$ cat src/rtl/mem_port_arbiter_pkg.sv
// Shared types and constants for the two-requester memory port arbiter.
// The port id is carried by every read tag so returning data can be steered.
package mem_port_arbiter_pkg;

  typedef enum logic [1:0] {
    PORT_NONE,
    PORT_IF,
    PORT_MA
  } port_id_t;

  typedef struct packed {
    logic     vld;
    port_id_t port;
  } rd_tag_t;

  localparam int MAX_MEM_LAT  = 4;
  localparam int STARVE_CNT_W = 4;

endpackage

$ cat src/rtl/mem_port_arbiter_if.sv
// Bus bundle between the fetch/memory-access requesters, the arbiter and the
// single-port memory. The arbiter takes the slave view; the environment the master view.
interface mem_port_arbiter_if #(
  parameter int ADDR_W = 32,
  parameter int DAT_W  = 32
);

  logic              if_req;
  logic [ADDR_W-1:0] if_addr;
  logic              if_gnt;
  logic              if_rvalid;
  logic [DAT_W-1:0]  if_rdat;

  logic              ma_req;
  logic              ma_wen;
  logic [ADDR_W-1:0] ma_addr;
  logic [DAT_W-1:0]  ma_wdat;
  logic              ma_gnt;
  logic              ma_rvalid;
  logic [DAT_W-1:0]  ma_rdat;

  logic              mem_cs;
  logic              mem_wen;
  logic [ADDR_W-1:0] mem_addr;
  logic [DAT_W-1:0]  mem_dat_in;
  logic [DAT_W-1:0]  mem_dat_out;

  modport slave (
    input  if_req, if_addr, ma_req, ma_wen, ma_addr, ma_wdat, mem_dat_out,
    output if_gnt, if_rvalid, if_rdat, ma_gnt, ma_rvalid, ma_rdat,
    output mem_cs, mem_wen, mem_addr, mem_dat_in
  );

  modport master (
    output if_req, if_addr, ma_req, ma_wen, ma_addr, ma_wdat, mem_dat_out,
    input  if_gnt, if_rvalid, if_rdat, ma_gnt, ma_rvalid, ma_rdat,
    input  mem_cs, mem_wen, mem_addr, mem_dat_in
  );

endinterface

$ cat src/rtl/mem_port_arbiter_rd_tag_pipe.sv
// Fixed-latency shift register of read tags; it never stalls because the
// memory answers exactly DEPTH cycles after a read is issued.
module rd_tag_pipe
  import mem_port_arbiter_pkg::*;
#(
  parameter int DEPTH = 1
) (
  input  logic    clk,
  input  logic    rst_n,
  input  rd_tag_t tag_in,
  output rd_tag_t tag_out
);

  rd_tag_t stages [DEPTH];

  always_ff @(posedge clk) begin
    if (!rst_n) begin
      for (int i = 0; i < DEPTH; i++) begin
        stages[i] <= '{vld: 1'b0, port: PORT_NONE};
      end
    end else begin
      stages[0] <= tag_in;
      for (int i = 1; i < DEPTH; i++) begin
        stages[i] <= stages[i-1];
      end
    end
  end

  assign tag_out = stages[DEPTH-1];

endmodule

$ cat src/rtl/mem_port_arbiter.sv
// Shares one single-port synchronous memory between fetch (read-only) and
// memory-access (read/write); reads are tagged so data returns to its requester.
module mem_port_arbiter
  import mem_port_arbiter_pkg::*;
#(
  parameter int ADDR_W     = 32,
  parameter int DAT_W      = 32,
  parameter int MEM_LAT    = 1,
  parameter int STARVE_MAX = 4
) (
  input  logic               clk,
  input  logic               rst_n,
  mem_port_arbiter_if.slave  bus
);

  localparam logic [STARVE_CNT_W-1:0] STARVE_LIM = STARVE_CNT_W'(STARVE_MAX);

  logic [STARVE_CNT_W-1:0] starve_cnt;
  logic                    if_gnt_c;
  logic                    ma_gnt_c;
  logic [ADDR_W-1:0]       addr_mux;
  logic [DAT_W-1:0]        wdat_mux;
  rd_tag_t                 tag_in;
  rd_tag_t                 tag_out;

  // Memory access normally wins a conflict; a fetch denied STARVE_MAX times in a row wins instead.
  always_comb begin
    if_gnt_c = 1'b0;
    ma_gnt_c = 1'b0;
    addr_mux = '0;
    wdat_mux = '0;
    if (rst_n) begin
      if (bus.if_req && bus.ma_req) begin
        if (starve_cnt == STARVE_LIM) begin
          if_gnt_c = 1'b1;
        end else begin
          ma_gnt_c = 1'b1;
        end
      end else begin
        if_gnt_c = bus.if_req;
        ma_gnt_c = bus.ma_req;
      end
    end
    if (if_gnt_c) begin
      addr_mux = bus.if_addr;
    end else if (ma_gnt_c) begin
      addr_mux = bus.ma_addr;
      wdat_mux = bus.ma_wdat;
    end
  end

  always_ff @(posedge clk) begin
    if (!rst_n) begin
      starve_cnt <= '0;
    end else if (!bus.if_req || if_gnt_c) begin
      starve_cnt <= '0;
    end else if (starve_cnt != STARVE_LIM) begin
      starve_cnt <= starve_cnt + STARVE_CNT_W'(1);
    end
  end

  assign bus.if_gnt     = if_gnt_c;
  assign bus.ma_gnt     = ma_gnt_c;
  assign bus.mem_cs     = if_gnt_c | ma_gnt_c;
  assign bus.mem_wen    = ma_gnt_c & bus.ma_wen;
  assign bus.mem_addr   = addr_mux;
  assign bus.mem_dat_in = wdat_mux;

  always_comb begin
    tag_in.vld  = (if_gnt_c | ma_gnt_c) & ~(ma_gnt_c & bus.ma_wen);
    tag_in.port = if_gnt_c ? PORT_IF : (ma_gnt_c ? PORT_MA : PORT_NONE);
  end

  rd_tag_pipe #(
    .DEPTH (MEM_LAT)
  ) u_rd_tag_pipe (
    .clk     (clk),
    .rst_n   (rst_n),
    .tag_in  (tag_in),
    .tag_out (tag_out)
  );

  // Reads still in flight when reset is applied must never surface as valid data.
  assign bus.if_rvalid = rst_n && tag_out.vld && (tag_out.port == PORT_IF);
  assign bus.ma_rvalid = rst_n && tag_out.vld && (tag_out.port == PORT_MA);
  assign bus.if_rdat   = bus.mem_dat_out;
  assign bus.ma_rdat   = bus.mem_dat_out;

endmodule

$ cat src/flat_wrapper.sv
// flat-port wrapper written by rule: the top's interface ports become plain ports
module mem_port_arbiter_flat import mem_port_arbiter_pkg::*;
#(
  parameter int ADDR_W     = 32,
  parameter int DAT_W      = 32,
  parameter int MEM_LAT    = 1,
  parameter int STARVE_MAX = 4
)
  (clk, rst_n, bus_if_req, bus_if_addr, bus_ma_req, bus_ma_wen, bus_ma_addr, bus_ma_wdat, bus_mem_dat_out, bus_if_gnt, bus_if_rvalid, bus_if_rdat, bus_ma_gnt, bus_ma_rvalid, bus_ma_rdat, bus_mem_cs, bus_mem_wen, bus_mem_addr, bus_mem_dat_in);
  mem_port_arbiter_if #(.ADDR_W(ADDR_W), .DAT_W(DAT_W)) bus_i ();
  input  logic clk;
  input  logic rst_n;
  input wire logic [$bits(bus_i.if_req)-1:0] bus_if_req;
  input wire logic [$bits(bus_i.if_addr)-1:0] bus_if_addr;
  input wire logic [$bits(bus_i.ma_req)-1:0] bus_ma_req;
  input wire logic [$bits(bus_i.ma_wen)-1:0] bus_ma_wen;
  input wire logic [$bits(bus_i.ma_addr)-1:0] bus_ma_addr;
  input wire logic [$bits(bus_i.ma_wdat)-1:0] bus_ma_wdat;
  input wire logic [$bits(bus_i.mem_dat_out)-1:0] bus_mem_dat_out;
  output wire logic [$bits(bus_i.if_gnt)-1:0] bus_if_gnt;
  output wire logic [$bits(bus_i.if_rvalid)-1:0] bus_if_rvalid;
  output wire logic [$bits(bus_i.if_rdat)-1:0] bus_if_rdat;
  output wire logic [$bits(bus_i.ma_gnt)-1:0] bus_ma_gnt;
  output wire logic [$bits(bus_i.ma_rvalid)-1:0] bus_ma_rvalid;
  output wire logic [$bits(bus_i.ma_rdat)-1:0] bus_ma_rdat;
  output wire logic [$bits(bus_i.mem_cs)-1:0] bus_mem_cs;
  output wire logic [$bits(bus_i.mem_wen)-1:0] bus_mem_wen;
  output wire logic [$bits(bus_i.mem_addr)-1:0] bus_mem_addr;
  output wire logic [$bits(bus_i.mem_dat_in)-1:0] bus_mem_dat_in;
  assign bus_i.if_req = bus_if_req;
  assign bus_i.if_addr = bus_if_addr;
  assign bus_i.ma_req = bus_ma_req;
  assign bus_i.ma_wen = bus_ma_wen;
  assign bus_i.ma_addr = bus_ma_addr;
  assign bus_i.ma_wdat = bus_ma_wdat;
  assign bus_i.mem_dat_out = bus_mem_dat_out;
  assign bus_if_gnt = bus_i.if_gnt;
  assign bus_if_rvalid = bus_i.if_rvalid;
  assign bus_if_rdat = bus_i.if_rdat;
  assign bus_ma_gnt = bus_i.ma_gnt;
  assign bus_ma_rvalid = bus_i.ma_rvalid;
  assign bus_ma_rdat = bus_i.ma_rdat;
  assign bus_mem_cs = bus_i.mem_cs;
  assign bus_mem_wen = bus_i.mem_wen;
  assign bus_mem_addr = bus_i.mem_addr;
  assign bus_mem_dat_in = bus_i.mem_dat_in;
  mem_port_arbiter #(.ADDR_W(ADDR_W), .DAT_W(DAT_W), .MEM_LAT(MEM_LAT), .STARVE_MAX(STARVE_MAX)) u_core (.clk(clk), .rst_n(rst_n), .bus(bus_i));
endmodule
$ cat config.mk
export PLATFORM = sky130hd
export DESIGN_NAME = mem_port_arbiter_flat
export DESIGN_NICKNAME = d
export VERILOG_FILES = /design/src/rtl/mem_port_arbiter_pkg.sv /design/src/rtl/mem_port_arbiter_if.sv /design/src/rtl/mem_port_arbiter_rd_tag_pipe.sv /design/src/rtl/mem_port_arbiter.sv /design/src/flat_wrapper.sv
export SDC_FILE = /design/constraint.sdc
export NUM_CORES = 1
export LEC_CHECK = 0
export ABC_CLOCK_PERIOD_IN_PS = 2700
export CAP_MARGIN = 40
export CORE_AREA = 2 2 104 106
export DETAILED_ROUTE_END_ITERATION = 8
export DIE_AREA = 0 0 106 108
export GPL_TIMING_DRIVEN = 0
export HOLD_SLACK_MARGIN = 0.15
export SLEW_MARGIN = 10
export SYNTH_ARGS = -nofsm -noshare
export SYNTH_HDL_FRONTEND = slang
export SYNTH_SLANG_ARGS = --single-unit
export TNS_END_PERCENT = 5
$ cat constraint.sdc
create_clock -name clk -period 2.7 [get_ports clk]
set_clock_uncertainty 0.2 [all_clocks]
set_input_delay 0.54 -clock clk [delete_from_list [all_inputs] [get_ports clk]]
set_output_delay 0.54 -clock clk [all_outputs]
set_load 0.05 [all_outputs]
* Yosys cells after proc, flatten, opt, wreduce, memory -nomap -nowiden
Memories as Yosys holds them, arrays and structs flattened.
Cells that the tools add are included.
** Word-level totals
- Memory bits (read-only) :: 0
- Output and inout bits :: 134
- Register bits after elaboration :: 4
- Input bits :: 133
- Latch bits :: 0
- Bits in writable memories :: 3
- Logic and storage cells :: 36
- Memories :: 1
** Memories
- u_core.u_rd_tag_pipe.stages :: depth 1, width 3, read ports 1, clocked after memory_dff 0, write ports 1, RTL line mem_port_arbiter_rd_tag_pipe.sv:14 : rd_tag_t stages [DEPTH];
** Cells by class
- Magnitude comparators :: 0
- Add/sub/neg operators :: 1
- Multiply operators :: 0
- Divide/modulo/power cells :: 0
- Reductions and logical operators :: 8
- Shifts and indexed selects :: 0
- Bitwise operators :: 5
- Multiplexer cells :: 16
- Equal/unequal tests :: 4
** Operator list (count)
- 32-bit 2-to-1 mux :: 4
- 1-bit 2-to-1 mux :: 9
- 4-bit by 1-bit adder with 4-bit output, second input constant :: 1
- 4-bit by 3-bit equality test with 1-bit output, second input constant :: 1
- 1-bit logical AND :: 4
- 2-bit 2-to-1 mux :: 2
- 4-bit by 3-bit != test with 1-bit output, second input constant :: 1
- 3-bit 2-to-1 mux :: 1
- 3-bit OR reduction :: 1
- 1-bit AND :: 2
- 2-bit by 1-bit equality test with 1-bit output, second input constant :: 1
- 2-bit equality test, second input constant :: 1
- 1-bit NOT :: 2
- 2-bit OR reduction :: 1
- 1-bit logical NOT :: 1
- 1-bit logical OR :: 1
- 1-bit OR :: 1

* Longest topological paths before layout
Gate-level depths: netlist (run 1).
- Depth after elaboration :: 8
- Gate-level depth with buffers :: 7
- Mapped depth without buffers :: 5

* Hierarchy
Synthesis (run 1) repeated with hierarchy kept, for this count alone.
** Unflattened totals
- Cell total of the unflattened synthesis :: 173
- Area, all modules :: 1363.8 um^2
** By module, submodules not included
- mem_port_arbiter :: cells each 167, sequential area each 80.1 um^2, area an instance 1285.0 um^2, times used 1
- rd_tag_pipe :: cells each 6, sequential area each 60.1 um^2, area an instance 78.8 um^2, times used 1

* Least setup slack after synthesis (run 1)
Ideal clock, no wire load.
- Path kind :: reg-to-output
- Start point :: register u_core.starve_cnt[0]
- End point :: output port bus_mem_dat_in[23]
- Arrival :: 2.010 ns
- Required time :: 1.960 ns
- Path slack :: -0.050 ns
- Path buffers :: 1
- Stages on the path, launching flop included :: 7
- Cells stage by stage :: dfxtp_1 -> inv_1 -> ha_1 -> nand3b_4 -> o211a_1 -> clkbuf_1 -> and2_1
** On the way
- Word-level cells in the longest chain between the ends :: 6
- Elaborated cells between the ends (all ways) :: 9
- Those cells by class :: 1 x eq/ne; 8 x mux
** RTL lines
- start, declared :: RTL line mem_port_arbiter.sv:18 : logic [STARVE_CNT_W-1:0] starve_cnt;
- start signal, assigned :: RTL line mem_port_arbiter.sv:58 : starve_cnt <= starve_cnt + STARVE_CNT_W'(1);
- 4-bit by 3-bit equality test with 1-bit output :: RTL line mem_port_arbiter.sv:34 : if (starve_cnt == STARVE_LIM) begin
- 1-bit 2-to-1 mux :: RTL line mem_port_arbiter.sv:34
- 1-bit 2-to-1 mux :: RTL line mem_port_arbiter.sv:33 : if (bus.if_req && bus.ma_req) begin
- 1-bit 2-to-1 mux :: RTL line mem_port_arbiter.sv:32 : if (rst_n) begin
- net bus_ma_gnt :: RTL line flat_wrapper.sv:23 : output wire logic [$bits(bus_i.ma_gnt)-1:0] bus_ma_gnt;
- 32-bit 2-to-1 mux :: RTL line mem_port_arbiter.sv:46 : end else if (ma_gnt_c) begin
- 32-bit 2-to-1 mux :: RTL line mem_port_arbiter.sv:44 : if (if_gnt_c) begin
- end, declared :: RTL line flat_wrapper.sv:29 : output wire logic [$bits(bus_i.mem_dat_in)-1:0] bus_mem_dat_in;
The timed path passes the listed nets, and every way through them passes these cells.

* Worst setup path in the final report (run 1)
- Start point :: register u_core.starve_cnt[0]
- End point :: output port bus_mem_addr[1]
** On the way
- Word-level cells in the longest chain between the ends :: 6
- Elaborated cells between the ends (all ways) :: 9
- Those cells by class :: 1 x eq/ne; 8 x mux
** RTL lines
- 4-bit by 3-bit equality test with 1-bit output * :: RTL line mem_port_arbiter.sv:34
- 1-bit 2-to-1 mux :: RTL line mem_port_arbiter.sv:34
- 1-bit 2-to-1 mux :: RTL line mem_port_arbiter.sv:33
- 1-bit 2-to-1 mux :: RTL line mem_port_arbiter.sv:32
- 32-bit 2-to-1 mux :: RTL line mem_port_arbiter.sv:46
- 32-bit 2-to-1 mux * :: RTL line mem_port_arbiter.sv:44
- end, declared :: RTL line flat_wrapper.sv:28 : output wire logic [$bits(bus_i.mem_addr)-1:0] bus_mem_addr;
Every way passes the cells marked *; elsewhere a longest branch is shown, timed or not.

==> results of run 1 <==
[metrics by stage]
step / utilization (%) / hold WS [ns] / std cells
3_5_place_dp: 37.65 / 0.2605 / 541
2_1_floorplan: - / 0.2297 / 171
5_1_grt: 37.30 / 0.2533 / 546
3_3_place_gp: 37.65 / 0.2490 / 541
4_1_cts: 37.12 / 0.2675 / 546
6_report: 37.30 / 0.2317 / 546
[routing by layer]
layer  wire length [um]  up-vias  track usage, %
met1               2426      881           11.40
met5                  0        -               0
li1                   -      993               -
met3                849        9           3.797
met2               3519      161           21.01
met4                109        0           3.665
[critical path: stages (launching register included)]
cell and delay, ns:
sky130_fd_sc_hd__dfxtp_2 0.33, sky130_fd_sc_hd__inv_1 0.06, sky130_fd_sc_hd__ha_2 0.18, sky130_fd_sc_hd__nand3b_4 0.12, sky130_fd_sc_hd__o211a_4 0.28, sky130_fd_sc_hd__buf_12 0.15
sky130_fd_sc_hd__a22o_1 0.23, sky130_fd_sc_hd__clkdlybuf4s15_2 0.34
[cell families after synthesis]
family          count (synthesis)
compound gates                 38
xor+xnor                        2
fa+ha+maj                       2
buf+inv                        78
flops                           7
simple gates                   44
[Yosys cell counts (all sizes together)]
cell	count	area (sq um)
nand3	1	5.000
clkbuf	5	18.77
a21oi	2	13.76
a21boi	1	7.510
nor3b	2	15.01
o21a	1	7.510
ha	2	25.02
a22o	32	280.3
nand4	1	6.260
dfxtp	7	140.1
and2	33	206.5
inv	4	15.01
xor2	1	8.760
nand2	2	7.510
nor2	4	15.01
buf	69	518.0
xnor2	1	8.760
o211a	2	20.02
nand3b	1	20.02
[flip-flops by register name, indices dropped and copies added (netlist names)]
register / count
u_core.starve_cnt: 4
u_core.u_rd_tag_pipe.stages: 3
[worst max-delay path by stage]
stage	start	to	slack, ns	cells past startpoint
after global placement	bus_ma_req	bus_mem_addr[6]	-0.92	5
final	u_core.starve_cnt[0]	bus_mem_addr[1]	0.04	7
after floorplan	rst_n	bus_if_rvalid	0.20	2
after detailed placement	rst_n	bus_mem_addr[23]	-0.99	6
after CTS	u_core.starve_cnt[0]	bus_mem_addr[1]	-0.01	7
after global routing	u_core.starve_cnt[1]	bus_mem_addr[1]	-0.03	7
[cell type report]
cell class | instances | area (sq um)
multi-input cells | 86 | 664.4
clock buffers | 4 | 45.04
fillers | 1067 | 6415
well taps | 136 | 170.2
inverters | 4 | 15.01
plain buffers | 74 | 565.5
flip-flops and latches | 7 | 141.4
repair buffers | 235 | 2215
[layout by cell type, fill, tap and decap left out]
master / count
sky130_fd_sc_hd__a21oi_4: 1
sky130_fd_sc_hd__clkdlybuf4s15_2: 10
sky130_fd_sc_hd__nand4_1: 1
sky130_fd_sc_hd__o211a_1: 1
sky130_fd_sc_hd__and2_1: 33
sky130_fd_sc_hd__ha_1: 1
sky130_fd_sc_hd__dfxtp_2: 1
sky130_fd_sc_hd__nand2_1: 2
sky130_fd_sc_hd__nor3b_1: 2
sky130_fd_sc_hd__buf_6: 9
sky130_fd_sc_hd__nand3b_4: 1
sky130_fd_sc_hd__clkbuf_1: 1
sky130_fd_sc_hd__a21boi_0: 1
sky130_fd_sc_hd__xnor2_1: 1
sky130_fd_sc_hd__dlygate4sd2_1: 5
sky130_fd_sc_hd__clkdlybuf4s15_1: 1
sky130_fd_sc_hd__buf_12: 1
sky130_fd_sc_hd__clkdlybuf4s50_1: 161
sky130_fd_sc_hd__ha_2: 1
sky130_fd_sc_hd__a22o_1: 32
sky130_fd_sc_hd__a21oi_1: 1
sky130_fd_sc_hd__o21a_1: 1
sky130_fd_sc_hd__clkbuf_2: 4
sky130_fd_sc_hd__clkbuf_4: 1
sky130_fd_sc_hd__xor2_1: 1
sky130_fd_sc_hd__clkbuf_8: 3
sky130_fd_sc_hd__inv_1: 4
sky130_fd_sc_hd__o211a_4: 1
sky130_fd_sc_hd__nand3_1: 1
sky130_fd_sc_hd__dfxtp_1: 6
sky130_fd_sc_hd__buf_4: 107
sky130_fd_sc_hd__buf_2: 10
sky130_fd_sc_hd__nor2_1: 4
[power groups by stage]
| stage | sequential, uW | combinational, uW | clock (uW) |
|---|---|---|---|
| after floorplan | 110 | 509 | 0 |
| after global placement | 110 | 860 | 0 |
| after detailed placement | 110 | 863 | 0 |
| after CTS | 109 | 849 | 155 |
| after global routing | 109 | 881 | 159 |
| final | 109 | 847 | 148 |
[timing repair]
item / in CTS / in global routing
pin swaps: 0 / 2
hold buffers: 0 / 0
setup buffers: 1 / 0
setup endpoints to repair: 70 / 48
resized for setup: 371 / 20
==> impl_metrics.tcl, run 1 <==
set metrics [dict create \
    power.share.switching_pct 47.44 \
    worst_hold_path_type "reg -> reg" \
    final_max_slew_viol_count 0 \
    preCtsSetupSlack_ns -0.9875 \
    crit_path_end_kind "primary output" \
    share_comb_of_total_power_pct 76.7 \
    synth-seq-cells 7 \
    regToRegStartpoint "u_core.starve_cnt[0]" \
    die_width_um 106 \
    clkLatencyLatePin_ns 0.23 \
    timing.slew.headroom_pct 65.97 \
    first_global_vias 2088 \
    r2r_cells 6 \
    syn-num-nets 306 \
    synth_compound_area_share_pct 24.58 \
    placement.io_buffers 234 \
    largest_family_of_logic_cells_by_synthesized_area "buffers and inverters" \
    floorplan.die_area_sq_um 11450 \
    synth.mux.area_fraction_pct 0 \
    cp_max_fo 10 \
    syn_inst 171 \
    dp_hpwl_mm 6.231 \
    worst_slack_ns 0.04015 \
    synthesis.area_sq_um 1339 \
    timing.hold.worst_path_depth 1 \
    routability_congestion 0.7128 \
    tritoncts "yes" \
    timing.setup.tns_ns 0 \
    total_power_uw 1104 \
    core_sq_um 10230 \
    cts_inserted_buffers 3 \
    area_delta_synth_final_pct 185.0 \
    first_pass_grt_wire_length_mm 10.09 \
    clock_power_share_pct 13.4 \
    achievable-frequency_mhz 376.0 \
    yosysSeqAreaShare_pct 10.47 \
    timing.final.crit_period_ns 2.660 \
    grt_setup_unrepaired "true" \
    cts.reportedPaths.clkPinSlew_ns 0.04 \
    status "finished clean" \
    postLayoutCellArea_sq_um 3816 \
    grt_start_max_net_pins 11 \
    detailedRoute.firstIterationViolations 32 \
    route.detailed.vias_per_inst 3.744 \
    drt_drc_violations_left 0 \
    power_frac_seq_pct 9.9 \
    worstPathRequired_ns 1.96 \
    cts_max_level 1 \
    synthesis.yosys.warnings 0 \
    worstPathArrival_ns 1.92 \
    cell_internal_power_uw 580.5 \
    post-route-period-util_pct 98.51 \
    detailedRoute.firstPassIterationCount 2 \
    wire_per_inst_um 12.64 \
    final_net_count 546 \
    max-vdd-ir-drop_v 0.0001255 \
    cts_sinks 7 \
    p_per_area_nw_per_um2 289.4 \
    antenna_cells 0 \
    setup_viol 0 \
    rr_endpoint "u_core.u_rd_tag_pipe.stages[0][2]" \
    placedInstanceArea_sq_um 3852 \
    overflow 0 \
    mean_syn_cell_area_sq_um 7.829 \
    r2r_setup_slack_ns 1.11 \
    yosys.cell_types.count 22 \
    synth_xor_area_share_pct 1.308 \
    total_switching_power_uw 523.9 \
    antenna_violations_before_repair 0 \
    maxCapViolations 0 \
    fp.dieH_um 108 \
    finalHoldViolations 0 \
    clk_root_buffer_cell "sky130_fd_sc_hd__clkbuf_8" \
    route.final.wire_length_mm 6.903 \
    critical_path_class "reg -> out" \
    number_of_rows_created_at_floorplan 37 \
    postRouteAntennaNets 0 \
    proportion_of_layout_cells_with_a_drive_suffix_above_1_pct 36.59 \
    floorplan.initialDensity_pct 13.09 \
    cts_buffer_depth 2 \
    worst-slew-pin-transition_ns 0.5088 \
    total_via_count_in_the_routed_design 2044 \
    leakage_power_summed_over_all_cells_uw 0.001733 \
    min-delay-start "u_core.starve_cnt[0]" \
    synth_adder_area_share_pct 1.869 \
    synth_simple_gate_area_share_pct 20.56 \
    start_kind "flip-flop" \
    ios 267 \
    globalRouteTotalUtil_pct 11.08 \
    hold_end "u_core.starve_cnt[0]" \
]
Note: power is estimated with default switching activity, not from simulation.
==> run 2, diff against run 1 <==
--- a/config.mk
+++ b/config.mk
@@ -5,7 +5,7 @@
 export SDC_FILE = /design/constraint.sdc
 export NUM_CORES = 1
 export LEC_CHECK = 0
-export ABC_CLOCK_PERIOD_IN_PS = 2700
+export ABC_CLOCK_PERIOD_IN_PS = 2630
 export CAP_MARGIN = 40
 export CORE_AREA = 2 2 104 106
 export DETAILED_ROUTE_END_ITERATION = 8
==> constraint.sdc (replaced) <==
create_clock -name clk -period 2.63 [get_ports clk]
set_clock_uncertainty 0.2 [all_clocks]
set_input_delay 0.526 -clock clk [delete_from_list [all_inputs] [get_ports clk]]
set_output_delay 0.526 -clock clk [all_outputs]
set_load 0.05 [all_outputs]
==> run 2 against run 1 <==
Hold slack better by 0.013 ns. Sequential share of layout area is essentially flat. Highest routed layer unchanged. Sequential cell count unchanged. Setup slack better by 0.0065 ns. First-iteration DRC count fell by 9.4%.
==> impl_metrics.tcl, run 2 (synthesis gave the netlist of run 1 again) <==
set metrics [dict create \
    maxCapViolations 0 \
    final_max_slew_viol_count 0 \
    first_pass_grt_wire_length_mm 10.11 \
    floorplan.initialDensity_pct 13.09 \
    postRouteAntennaNets 0 \
    drt_drc_violations_left 0 \
    antenna_violations_before_repair 0 \
    cts_sinks 7 \
    worstPathRequired_ns 1.90 \
    max_stage_delay_ns 0.32 \
    fp.dieH_um 108 \
    final_net_count 546 \
    clk_root_buffer_cell "sky130_fd_sc_hd__clkbuf_8" \
    largest_reg_flops 4 \
    r2r_cells 6 \
    final-seq-area_sq_um 142.6 \
    max-vdd-ir-drop_v 0.0001288 \
    timing.critical_path.cells "inv_2, ha_4, nand3b_4, o211a_4, buf_12, buf_8, a22o_1, buf_6" \
    layout_commonest_cell "sky130_fd_sc_hd__clkdlybuf4s50_1" \
    tritoncts "yes" \
    cts.reportedPaths.clkPinSlew_ns 0.04 \
    worstPathArrival_ns 1.86 \
    wire_per_inst_um 12.68 \
    clkLatencyLatePin_ns 0.23 \
    registers.top_by_ff_count "u_core.starve_cnt" \
    timing.hold.ws_ns 0.2449 \
    status "finished clean" \
    overflow 0 \
    detailedRoute.firstPassIterationCount 2 \
    ios 267 \
    crit_path_end "bus_mem_addr[23]" \
    grt_setup_unrepaired "true" \
    number_of_rows_created_at_floorplan 37 \
    die_width_um 106 \
    multi_input_area_sq_um 674.4 \
    globalRouteTotalUtil_pct 11.09 \
    cp_max_fo 10 \
    regToRegStartpoint "u_core.starve_cnt[1]" \
    grt_start_max_net_pins 11 \
    worst_hold_path_type "reg -> reg" \
    crit_start "u_core.starve_cnt[1]" \
    finalHoldViolations 0 \
    floorplan.die_area_sq_um 11450 \
    routability_congestion 0.7128 \
    total_via_count_in_the_routed_design 2053 \
    start_kind "flip-flop" \
    post-route-util_pct 37.64 \
    top_registers "u_core.starve_cnt x4, u_core.u_rd_tag_pipe.stages x3" \
    crit_path_end_kind "primary output" \
    rr_endpoint "u_core.u_rd_tag_pipe.stages[0][2]" \
    proportion_of_layout_cells_with_a_drive_suffix_above_1_pct 37.32 \
    setup_viol 0 \
    antenna_cells 0 \
    cts_inserted_buffers 3 \
    dp_hpwl_mm 6.231 \
    worst-slew-pin-transition_ns 0.5088 \
    worst_path_max_delay_cell "sky130_fd_sc_hd__dfxtp_2" \
    route.detailed.vias_per_inst 3.760 \
    achievable-frequency_mhz 387.1 \
    area_delta_synth_final_pct 187.7 \
    critical_path_class "reg -> out" \
    number_of_inserted_filler_cells_in_the_final_layout 1056 \
    first_global_vias 2096 \
    r2r_setup_slack_ns 1.09 \
    timing.slew.headroom_pct 65.97 \
    detailedRoute.firstIterationViolations 29 \
    route.final.wire_length_mm 6.921 \
    core_sq_um 10230 \
    p_per_area_nw_per_um2 296.1 \
    layout.cells.most_common_list "161 x sky130_fd_sc_hd__clkdlybuf4s50_1, 104 x sky130_fd_sc_hd__buf_4, 33 x sky130_fd_sc_hd__and2_1" \
    cts_max_level 1 \
    holdBufCountCts 0 \
    leakage_power_summed_over_all_cells_uw 0.001742 \
    timing.final.crit_period_ns 2.583 \
    post-route-period-util_pct 98.23 \
    timing.setup.tns_ns 0 \
    placement.io_buffers 234 \
    cts_buffer_depth 2 \
]
-- run 2: changes by cell type in the layout (fill, tap and decap cells not counted), moves of 2 or more --
cell | before | now
sky130_fd_sc_hd__buf_6 | 9 | 13
sky130_fd_sc_hd__buf_4 | 107 | 104
sky130_fd_sc_hd__clkdlybuf4s15_1 | 1 | 3
sky130_fd_sc_hd__dlygate4sd2_1 | 5 | 3
sky130_fd_sc_hd__inv_1 | 4 | 2
sky130_fd_sc_hd__inv_2 | 0 | 2
-- run 2: layout make-up --
class                           instances  area share (%)
Multi-Input combinational cell         86           17.51
Tap cell                              136           4.418
Buffer                                 74           14.78
Clock buffer                            4           1.170
Sequential cell                         7           3.704
Inverter                                4          0.3899
Timing Repair Buffer                  235           58.02
-- run 2: repair_timing --
item                                    CTS  global route
endpoints found under the setup margin   70            65
endpoints found under the hold margin     0             0
pin swaps                                 0             4
gates resized for setup                 385            22
setup buffers                             1             0
-- run 2: stage by stage --
step           instance area [sq um]  power, uW  cells  worst slack, ns
2_1_floorplan                   1340      635.2    171           0.1630
3_3_place_gp                    3852      996.4    541          -0.9667
3_5_place_dp                    3852      999.9    541           -1.030
4_1_cts                         3854       1153    546         -0.04302
5_1_grt                         3851       1188    546         -0.02906
6_report                        3851       1140    546          0.04663
-- run 2: report_power, final --
group | switching [uW] | internal [uW]
logic | 490 | 385
clock network | 48.1 | 105
registers | 1.78 | 110
total | 540 | 601
-- run 2: critical path: cells and delay by family (launching register included) --
| family | cells | cell delay [ns] |
|---|---|---|
| buf+inv | 4 | 0.50 |
| compound gates | 2 | 0.54 |
| flops | 1 | 0.32 |
| simple gates | 1 | 0.11 |
| fa+ha+maj | 1 | 0.13 |
-- run 2: how the worst min path moves through the flow --
stage	from	end	cells past startpoint
detailed placement	u_core.starve_cnt[0]	u_core.starve_cnt[0]	1
CTS	u_core.starve_cnt[0]	u_core.starve_cnt[0]	1
finish	u_core.starve_cnt[0]	u_core.starve_cnt[0]	1
global placement	u_core.starve_cnt[0]	u_core.starve_cnt[0]	1
floorplan	u_core.starve_cnt[0]	u_core.starve_cnt[0]	1
global route	u_core.starve_cnt[0]	u_core.starve_cnt[0]	1
-- run 2: routing by layer --
metal	track usage [%]	up-vias	part of all wire, %
met5	0	-	0
met4	3.665	0	1.6
met3	3.797	9	12
met2	21.06	161	51
met1	11.40	891	35
li1	-	992	-
